==> config.mk <==
export PLATFORM = sky130hd
export DESIGN_NAME = jamma_input_mux
export DESIGN_NICKNAME = d
export VERILOG_FILES = /design/src/rtl/jamma_pkg.sv /design/src/rtl/jamma_coin_stretch.sv /design/src/rtl/jamma_input_mux.sv
export SDC_FILE = /design/constraint.sdc
export NUM_CORES = 1
export LEC_CHECK = 0
export CORE_ASPECT_RATIO = 0.9
export CORE_MARGIN = 1.5
export CORE_UTILIZATION = 55
export CTS_BUF_LIST = sky130_fd_sc_hd__clkbuf_16
export DETAILED_ROUTE_END_ITERATION = 16
export GPL_TIMING_DRIVEN = 1
export PLACE_DENSITY_LB_ADDON = 0.12
export SLEW_MARGIN = 20
export SYNTH_ARGS = -nofsm -noshare
export SYNTH_HDL_FRONTEND = slang
export SYNTH_SLANG_ARGS = --single-unit
==> constraint.sdc <==
create_clock -name i_pclk -period 4.9 [get_ports i_pclk]
set_input_delay 0.735 -clock i_pclk [delete_from_list [all_inputs] [get_ports i_pclk]]
set_output_delay 0.735 -clock i_pclk [all_outputs]
set_load 0.02 [all_outputs]
==> src/rtl/jamma_pkg.sv <==
// -----------------------------------------------------------------------------
// jamma_pkg
// Shared definitions for the JAMMA control-input scanner.
//   - scan_state_t : scanner FSM encoding (ST_SETTLE, ST_SAMPLE, ST_COMMIT)
//   - JOY_BITS     : width of one player bank on the JAMMA bus
//   - UP..START    : bit positions of the individual controls within a bank
// -----------------------------------------------------------------------------
package jamma_pkg;

   localparam int JOY_BITS = 8;

   // Bit positions inside one active-low bank byte
   localparam int UP    = 0;
   localparam int DOWN  = 1;
   localparam int LEFT  = 2;
   localparam int RIGHT = 3;
   localparam int B1    = 4;
   localparam int B2    = 5;
   localparam int B3    = 6;
   localparam int START = 7;

   typedef enum logic [1:0] {
      ST_SETTLE = 2'd0,
      ST_SAMPLE = 2'd1,
      ST_COMMIT = 2'd2
   } scan_state_t;

endpackage

==> src/rtl/jamma_coin_stretch.sv <==
// -----------------------------------------------------------------------------
// jamma_coin_stretch
// One coin channel: 2-FF synchroniser, falling-edge detect and a hold
// counter that stretches short coin pulses to at least COIN_HOLD cycles.
// Pin-to-output latency is 3 cycles (2 sync stages + output register).
//
// Ports
//   i_pclk     in   system clock
//   i_reset_n  in   synchronous active-low reset
//   i_coin_n   in   raw coin switch, active-low, asynchronous
//   o_coin_n   out  synchronised, stretched coin, active-low
// -----------------------------------------------------------------------------
module jamma_coin_stretch #(
   parameter int COIN_HOLD = 16
) (
   input  logic i_pclk,
   input  logic i_reset_n,
   input  logic i_coin_n,
   output logic o_coin_n
);

   localparam int CNT_W = $clog2(COIN_HOLD + 1);

   logic             r_meta;
   logic             r_sync;
   logic             r_prev;
   logic             r_out_n;
   logic [CNT_W-1:0] r_cnt;

   logic             w_fall;
   logic [CNT_W-1:0] w_cnt_next;

   assign w_fall = r_prev & ~r_sync;

   // A fresh edge always reloads, even on the cycle the counter would expire
   always_comb begin
      w_cnt_next = r_cnt;
      if (w_fall) begin
         w_cnt_next = CNT_W'(COIN_HOLD);
      end else if (r_cnt != '0) begin
         w_cnt_next = r_cnt - 1'b1;
      end
   end

   always_ff @(posedge i_pclk) begin
      if (!i_reset_n) begin
         r_meta  <= 1'b1;
         r_sync  <= 1'b1;
         r_prev  <= 1'b1;
         r_cnt   <= '0;
         r_out_n <= 1'b1;
      end else begin
         r_meta  <= i_coin_n;
         r_sync  <= r_meta;
         r_prev  <= r_sync;
         r_cnt   <= w_cnt_next;
         // Low while the (updated) counter runs or the coin is still held
         r_out_n <= ~((w_cnt_next != '0) | ~r_sync);
      end
   end

   assign o_coin_n = r_out_n;

endmodule

==> src/rtl/jamma_input_mux.sv <==
// -----------------------------------------------------------------------------
// jamma_input_mux
// Time-multiplexed JAMMA joystick scanner. Drives o_jsel to pick one of
// NUM_PLAYERS banks on the shared active-low bus, waits SETTLE_CYCLES, then
// latches the bank into o_joy_out_n. Coin inputs are synchronised and
// pulse-stretched by one jamma_coin_stretch per player.
//
// Build option: define JAMMA_DEBOUNCE_EN to require DEB_DEPTH consecutive
// agreeing scan samples before any joystick bit changes. Without it the
// sampled byte is copied straight to the output.
//
// Ports
//   i_pclk         in   system clock
//   i_reset_n      in   synchronous active-low reset
//   i_jjoy_n       in   shared JAMMA bus, active-low, asynchronous
//   i_local_joy_n  in   on-board joystick, active-low, merged into bank 0
//   i_coin_n       in   coin switches, active-low, asynchronous
//   o_jsel         out  bank select to the external multiplexer
//   o_joy_out_n    out  per-bank state, bank p at bits [8p+7:8p]
//   o_coin_out_n   out  synchronised, stretched coins, active-low
//   o_scan_done    out  high during the COMMIT cycle of the last bank
// -----------------------------------------------------------------------------
module jamma_input_mux
   import jamma_pkg::*;
#(
   parameter int NUM_PLAYERS   = 2,
   parameter int SEL_W         = 2,
   parameter int SETTLE_CYCLES = 1,
   parameter int DEB_DEPTH     = 3,
   parameter int COIN_HOLD     = 16
) (
   input  logic                            i_pclk,
   input  logic                            i_reset_n,
   input  logic [JOY_BITS-1:0]             i_jjoy_n,
   input  logic [JOY_BITS-1:0]             i_local_joy_n,
   input  logic [NUM_PLAYERS-1:0]          i_coin_n,
   output logic [SEL_W-1:0]                o_jsel,
   output logic [JOY_BITS*NUM_PLAYERS-1:0] o_joy_out_n,
   output logic [NUM_PLAYERS-1:0]          o_coin_out_n,
   output logic                            o_scan_done
);

   localparam int BANK_W = (NUM_PLAYERS > 1) ? $clog2(NUM_PLAYERS) : 1;
   localparam int SET_W  = 8;
   localparam logic [SET_W-1:0] SETTLE_LAST =
      SET_W'((SETTLE_CYCLES == 0) ? 0 : SETTLE_CYCLES - 1);

   genvar gi;
   genvar gb;

   // Out-of-range parameters leave this named marker in the hierarchy
   if ((NUM_PLAYERS < 1) || (NUM_PLAYERS > 4) ||
       (DEB_DEPTH < 2) || (DEB_DEPTH > 8)) begin : g_param_out_of_range
   end

   scan_state_t         r_state;
   scan_state_t         w_state_next;
   logic [BANK_W-1:0]   r_bank;
   logic [BANK_W-1:0]   w_bank_next;
   logic [SET_W-1:0]    r_settle_cnt;
   logic [SET_W-1:0]    w_settle_next;
   logic                r_scan_done;
   logic [JOY_BITS-1:0] r_jjoy_meta;
   logic [JOY_BITS-1:0] r_jjoy_sync;
   logic [JOY_BITS-1:0] w_capture;
   logic                w_last_bank;

   assign w_last_bank = (r_bank == BANK_W'(NUM_PLAYERS - 1));

   // ---------------------------------------------------------------
   // Bus synchroniser
   // ---------------------------------------------------------------
   always_ff @(posedge i_pclk) begin
      if (!i_reset_n) begin
         r_jjoy_meta <= '1;
         r_jjoy_sync <= '1;
      end else begin
         r_jjoy_meta <= i_jjoy_n;
         r_jjoy_sync <= r_jjoy_meta;
      end
   end

   // The synchroniser only delivers the newly selected bank once the
   // settle and SAMPLE cycles have flushed it, so the byte is taken from
   // the synchroniser output while in COMMIT.
   assign w_capture = r_jjoy_sync &
                      ((r_bank == '0) ? i_local_joy_n : {JOY_BITS{1'b1}});

   // ---------------------------------------------------------------
   // Scanner FSM
   // ---------------------------------------------------------------
   always_comb begin
      w_state_next  = r_state;
      w_bank_next   = r_bank;
      w_settle_next = r_settle_cnt;
      case (r_state)
         ST_SETTLE: begin
            if ((SETTLE_CYCLES == 0) || (r_settle_cnt == SETTLE_LAST)) begin
               w_state_next  = ST_SAMPLE;
               w_settle_next = '0;
            end else begin
               w_settle_next = r_settle_cnt + 1'b1;
            end
         end
         ST_SAMPLE: begin
            w_state_next = ST_COMMIT;
         end
         ST_COMMIT: begin
            w_bank_next  = w_last_bank ? '0 : r_bank + 1'b1;
            w_state_next = (SETTLE_CYCLES == 0) ? ST_SAMPLE : ST_SETTLE;
         end
         default: begin
            w_state_next  = ST_SETTLE;
            w_settle_next = '0;
         end
      endcase
   end

   always_ff @(posedge i_pclk) begin
      if (!i_reset_n) begin
         r_state      <= ST_SETTLE;
         r_bank       <= '0;
         r_settle_cnt <= '0;
         r_scan_done  <= 1'b0;
      end else begin
         r_state      <= w_state_next;
         r_bank       <= w_bank_next;
         r_settle_cnt <= w_settle_next;
         // Registered so it is high exactly during the last bank's COMMIT
         r_scan_done  <= (w_state_next == ST_COMMIT) && w_last_bank;
      end
   end

   assign o_jsel      = SEL_W'(r_bank);
   assign o_scan_done = r_scan_done;

   // ---------------------------------------------------------------
   // Per-bank output registers
   // ---------------------------------------------------------------
   for (gi = 0; gi < NUM_PLAYERS; gi++) begin : g_bank
      logic w_commit_here;
      assign w_commit_here = (r_state == ST_COMMIT) && (r_bank == BANK_W'(gi));

`ifdef JAMMA_DEBOUNCE_EN
      for (gb = 0; gb < JOY_BITS; gb++) begin : g_bit
         logic [DEB_DEPTH-1:0] r_hist;
         logic [DEB_DEPTH-1:0] w_hist_next;
         logic                 r_out_n;

         assign w_hist_next = {r_hist[DEB_DEPTH-2:0], w_capture[gb]};

         // Output only moves when every history entry agrees
         always_ff @(posedge i_pclk) begin
            if (!i_reset_n) begin
               r_hist  <= '1;
               r_out_n <= 1'b1;
            end else if (w_commit_here) begin
               r_hist <= w_hist_next;
               if (&w_hist_next) begin
                  r_out_n <= 1'b1;
               end else if (~|w_hist_next) begin
                  r_out_n <= 1'b0;
               end
            end
         end

         assign o_joy_out_n[JOY_BITS*gi + gb] = r_out_n;
      end
`else
      logic [JOY_BITS-1:0] r_out_n;

      always_ff @(posedge i_pclk) begin
         if (!i_reset_n) begin
            r_out_n <= '1;
         end else if (w_commit_here) begin
            r_out_n <= w_capture;
         end
      end

      assign o_joy_out_n[JOY_BITS*gi +: JOY_BITS] = r_out_n;
`endif
   end

   // ---------------------------------------------------------------
   // Coin channels
   // ---------------------------------------------------------------
   for (gi = 0; gi < NUM_PLAYERS; gi++) begin : g_coin
      jamma_coin_stretch #(
         .COIN_HOLD (COIN_HOLD)
      ) u_coin (
         .i_pclk    (i_pclk),
         .i_reset_n (i_reset_n),
         .i_coin_n  (i_coin_n[gi]),
         .o_coin_n  (o_coin_out_n[gi])
      );
   end

endmodule

# ---- Word-level counts from Yosys, hierarchy flattened
# Index checks and enable logic that the tools add are counted.
dict set report word_totals {
  register_bits 62
  latch_bits 0
  ram_bits 0
  rom_bits 0
  out_inout_bits 21
  word_cells 55
  mem_count 0
}
dict set report op_classes {
  addsub 4
  mul 0
  div 0
  order_cmp 0
  n_eq_ne 3
  n_shift 0
  muxes 10
  bitwise_logic 10
  n_reduce_logical 10
}
# op n
set ops {}
lappend ops {{two-way mux 5 bit} 4}
lappend ops {{nonzero test 5 bit} 4}
lappend ops {{two-way mux 8 bit} 2}
lappend ops {{case mux 8 bit (2 select lines)} 1}
lappend ops {{subtractor 5 x 1 -> 5 bit, second input constant} 2}
lappend ops {{adder 8 x 1 -> 8 bit, second input constant} 1}
lappend ops {{bitwise AND 8 bit} 1}
lappend ops {{logical NOT 8 bit} 1}
lappend ops {{inverter 1 bit} 5}
lappend ops {{equality test 2 bit, second input constant} 2}
lappend ops {{case mux 2 bit (2 select lines)} 1}
lappend ops {{logical AND 1 bit} 3}
lappend ops {{bitwise AND 1 bit} 2}
lappend ops {{equality test 2 x 1 -> 1 bit, second input constant} 1}
lappend ops {{logical NOT 2 bit} 1}
lappend ops {{two-way mux 2 bit} 1}
lappend ops {{OR 1 bit} 2}
lappend ops {{OR reduction 2 bit} 1}
lappend ops {{adder 1 bit, second input constant} 1}
lappend ops {{two-way mux 1 bit} 1}

# ---- Longest topological paths before layout
dict set report logic_depth {
  ltp_word 6
  ltp_mapped 7
  depth_no_buf 5
}

# ---- By module
# Synthesis repeated with hierarchy kept, for this count alone.
dict set report unflattened {
  hier_cells 244
  area_unflattened_um2 2386.0
}
# module instances cells_per_inst area_each_um2
set modules_own_cells {}
lappend modules_own_cells {jamma_input_mux 1 168 1640.3}
lappend modules_own_cells {jamma_coin_stretch 2 38 372.9}

# ---- Worst setup path after synthesis
# No wires, ideal clock.
dict set report synth_path {
  kind {register to register}
  start {register g_coin[1].u_coin.r_cnt[0]}
  end {register g_coin[1].u_coin.r_out_n}
  setup_time_ns 0.101
  arrival_ns 1.778
  required_ns 4.799
  path_slack_ns 3.021
  stages_incl_launch_ff 8
  period_less_slack_ns 1.879
  cell_sequence {dfxtp_1 > clkbuf_1 > inv_1 > ha_1 > or4b_2 > clkbuf_1 > mux2i_1 > o41ai_1}
}
dict set report synth_between {
  elab_chain_len 6
}
# element line
set synth_lines {}
lappend synth_lines {{start: declaration} jamma_coin_stretch.sv:28} ;# logic [CNT_W-1:0] r_cnt;
lappend synth_lines {{start signal: assignment} jamma_coin_stretch.sv:56} ;# r_cnt <= w_cnt_next;
lappend synth_lines {{subtractor 5 x 1 -> 5 bit or nonzero test 5 bit (tied branches)} {jamma_coin_stretch.sv:41, jamma_coin_stretch.sv:40}}
lappend synth_lines {{two-way mux 5 bit (*)} jamma_coin_stretch.sv:40} ;# end else if (r_cnt != '0) begin
lappend synth_lines {{two-way mux 5 bit (*)} jamma_coin_stretch.sv:38} ;# if (w_fall) begin
lappend synth_lines {{nonzero test 5 bit (*)} jamma_coin_stretch.sv:58} ;# r_out_n <= ~((w_cnt_next != '0) | ~r_sync);
lappend synth_lines {{OR 1 bit (*)} jamma_coin_stretch.sv:58}
lappend synth_lines {{inverter 1 bit (*)} jamma_coin_stretch.sv:58}
lappend synth_lines {{end signal: assignment} jamma_coin_stretch.sv:58}
lappend synth_lines {{end: declaration} jamma_coin_stretch.sv:27} ;# logic r_out_n;
# Mark *: on every way between the ends. The rest lies on a longest branch, timed or not.
# A chain may end at the register's enable or synchronous reset.

# ---- Worst setup path in the final report
dict set report layout_path {
  start {input i_reset_n}
  end {register r_settle_cnt[7]}
}
# element line
set layout_lines {}
lappend layout_lines {{start: declaration} jamma_input_mux.sv:33} ;# input logic i_reset_n,
lappend layout_lines {{end signal: assignment} jamma_input_mux.sv:128} ;# r_settle_cnt <= w_settle_next;
lappend layout_lines {{end: declaration} jamma_input_mux.sv:60} ;# logic [SET_W-1:0] r_settle_cnt;
# No word-level cell between the ends.

==> results.txt <==
status = finished, final reports clean
IO Count = 41
slew margin rel. = 0.500
GRT busiest layer = met2
actual slew at the worst max-slew pin = 0.748 ns
largest net degree at the start of global routing = 28
CTS root buffer = clkbuf_16
vias in the first global route = 1611
CTS tree = built
Mapped Area = 2410 um^2
commonest non-fill, non-tap cell in the layout = dfxtp_1
Final Max Slew Viols = 0
static leakage = 1.29 nW
final net count = 316
class of the worst hold path = reg -> reg
most frequent cells in the layout = 62 x dfxtp_1, 40 x nand2_1, 39 x clkdlybuf4s50_1
Hold Path End = g_coin[0].u_coin.r_sync
setup TNS = 0 ns
Fillers = 305
Finished Layout Cells = 341
CTS H-tree lvls = 3
PortBufs = 39
CTS resizes = 0
synthesized area per cell = 9.48 um^2
post-synthesis sequential area ratio = 0.516
DIE HEIGHT = 65.8 um
Min-Delay Path Depth = 1
CTS Hold Buffers Added = 0
grt total ovfl = 0
CTS buffer count = 9
Total GRT Usage = 0.209
clock transition at the registers of the reported paths = 0.05 ns
dpl cell area = 2790 um^2
CP required = 5.12 ns
final-report setup violation count = 0
vias per cell = 5.15
post-synthesis register bit count = 62
via count = 1757
Critical Path AT = 2.37 ns
Fin. Hold Viols = 0
Worst R2R Setup Slack = 2.79 ns
PwrDens = 551 nW/um^2
global-route wire length before repair = 7310 um
Tmin final = 2.15 ns
Worst Setup SP = i_reset_n
WL final = 4510 um
1st-iter DRT viols = 100
M3 GR Usage = 0.0660
worst flop-to-flop path endpoint = g_coin[0].u_coin.o_coin_n
RSZ-0062 raised after global routing = no
worst vdd ir = 0.370 mV
die width = 72.7 um
CP Launch Type = primary input
met2 Use GR = 0.326
# DRC = 0
WHS = 0.404 ns
r2r worst-path depth = 5
Syn Inst Count = 254
setup bufs post-CTS = 0
Setup Skew = 0.00424 ns
Starting Density = 0.583
initial antenna violation count = 0
fraction of layout cells with a size suffix above 1 = 0.0683
clock latency on the worst-skew pair = 0.32 ns
Fmax achieved = 0.466 GHz
Core Area = 4130 um^2
Netlist cell types = 32
Site Rows = 22
antenna-violating nets left = 0
multi-input logic area = 1040 um^2
Layout area overhead = 27.4%
CP max FO = 22
Final HPWL DP = 3020 um
drt wl/cell = 13.2 um
placed insts = 325
Max Cap Viol = 0
area of the die = 4780 um^2
Crit Path Class = in -> reg
post-route cell area = 3070 um^2
Ant. Diodes = 0
met1 Use GR = 0.258
Tcrit/Tclk final = 0.438
Register Area = 1240 um^2
GPL Wtd Cong = 0.790
Hold Path Origin = g_coin[0].u_coin.r_meta
Syn. warnings = 0
worst reg2reg startpoint = g_coin[0].u_coin.r_cnt[0]
CTS Sinks = 62
Clock Tree Buf Depth = 2
Synth Net Count = 282
CP endpoint kind = register
first-pass detailed-route iteration total = 4
==> synth_stat cells, drive strengths merged <==
master	count	share of area
o31ai	2	0.0062
nand4b	3	0.011
and2	4	0.010
nand4	1	0.0026
and3	1	0.0026
o21ba	2	0.0083
conb	1	0.0016
o211ai	8	0.025
a211oi	7	0.022
ha	8	0.042
a21oi	5	0.010
nand3	10	0.021
inv	12	0.019
or4	1	0.0031
nand2b	27	0.070
buf	4	0.012
nor2	9	0.014
or4b	3	0.014
nor3	2	0.0042
nor2b	1	0.0026
xor2	3	0.011
a221oi	3	0.011
clkbuf	13	0.020
o21ai	5	0.010
o41ai	5	0.026
dfxtp	62	0.52
mux2i	3	0.012
or3	3	0.0078
xnor2	6	0.022
nand2	40	0.062
==> worst max-delay path: stages <==
cell and delay, ns:
clkdlybuf4s50_1 0.95, inv_1 0.39, a221oi_1 0.29
==> through the flow <==
| step | power [mW] | util | setup slack [ns] |
|---|---|---|---|
| 4_1_cts | 1.70 | 0.743 | 2.76 |
| 5_1_grt | 1.78 | 0.743 | 2.52 |
| 3_3_place_gp | 1.09 | 0.675 | 2.47 |
| 3_5_place_dp | 1.10 | 0.675 | 2.42 |
| 2_1_floorplan | 0.993 | - | 3.02 |
| 6_report | 1.69 | 0.743 | 2.75 |
==> how the worst max path moves through the flow <==
stage          slack (ns)  cells after the start                   endpoint
3_5_place_dp         2.42                      3            r_settle_cnt[0]
3_3_place_gp         2.47                      3            r_settle_cnt[5]
6_report             2.75                      3            r_settle_cnt[7]
2_1_floorplan        3.02                      7  g_coin[1].u_coin.o_coin_n
4_1_cts              2.76                      3            r_settle_cnt[3]
5_1_grt              2.52                      3            r_settle_cnt[7]
==> routing by layer <==
metal | wire (um) | share of wire
met1 | 2180 | 0.48
met2 | 2090 | 0.46
met3 | 171 | 0.038
met4 | 65 | 0.014
met5 | 0 | 0
==> kinds of logic after synthesis <==
group,after synthesis,share of synthesized area
other,1,0.00156
XOR/XNOR,9,0.0327
buffers and inverters,29,0.0515
multiplexers,3,0.0125
adder cells (fa/ha/maj),8,0.0416
AO/OA/AOI/OAI,37,0.119
AND/OR/NAND/NOR,105,0.226
flip-flops,62,0.516
==> registers in the layout, indices dropped and copies added, names as in the netlist <==
signal and count:
g_coin.u_coin.r_meta 2, r_settle_cnt 8, o_scan_done 1, r_jjoy_meta 8, g_coin.u_coin.r_cnt 10, g_bank.r_out_n 16, r_jjoy_sync 8, g_coin.u_coin.r_prev 2
r_state 2, g_coin.u_coin.o_coin_n 2, r_bank 1, g_coin.u_coin.r_sync 2
==> cell type report <==
type	instances	share of cell area
well taps	48	0.0196
inverters	12	0.0147
multi-input cells	163	0.340
repair buffers	40	0.130
clock inverters	7	0.0184
clock buffers	9	0.0734
flip-flops and latches	62	0.405
==> where the power goes <==
part / switching [mW] / leakage (nW) / internal, mW / total, mW
Combinational: 0.233 / 0.636 / 0.224 / 0.456
Sequential: 0.0673 / 0.510 / 0.576 / 0.644
Clock: 0.206 / 0.145 / 0.384 / 0.590
Total: 0.505 / 1.29 / 1.18 / 1.69
Power figures use the tool's default switching activity.
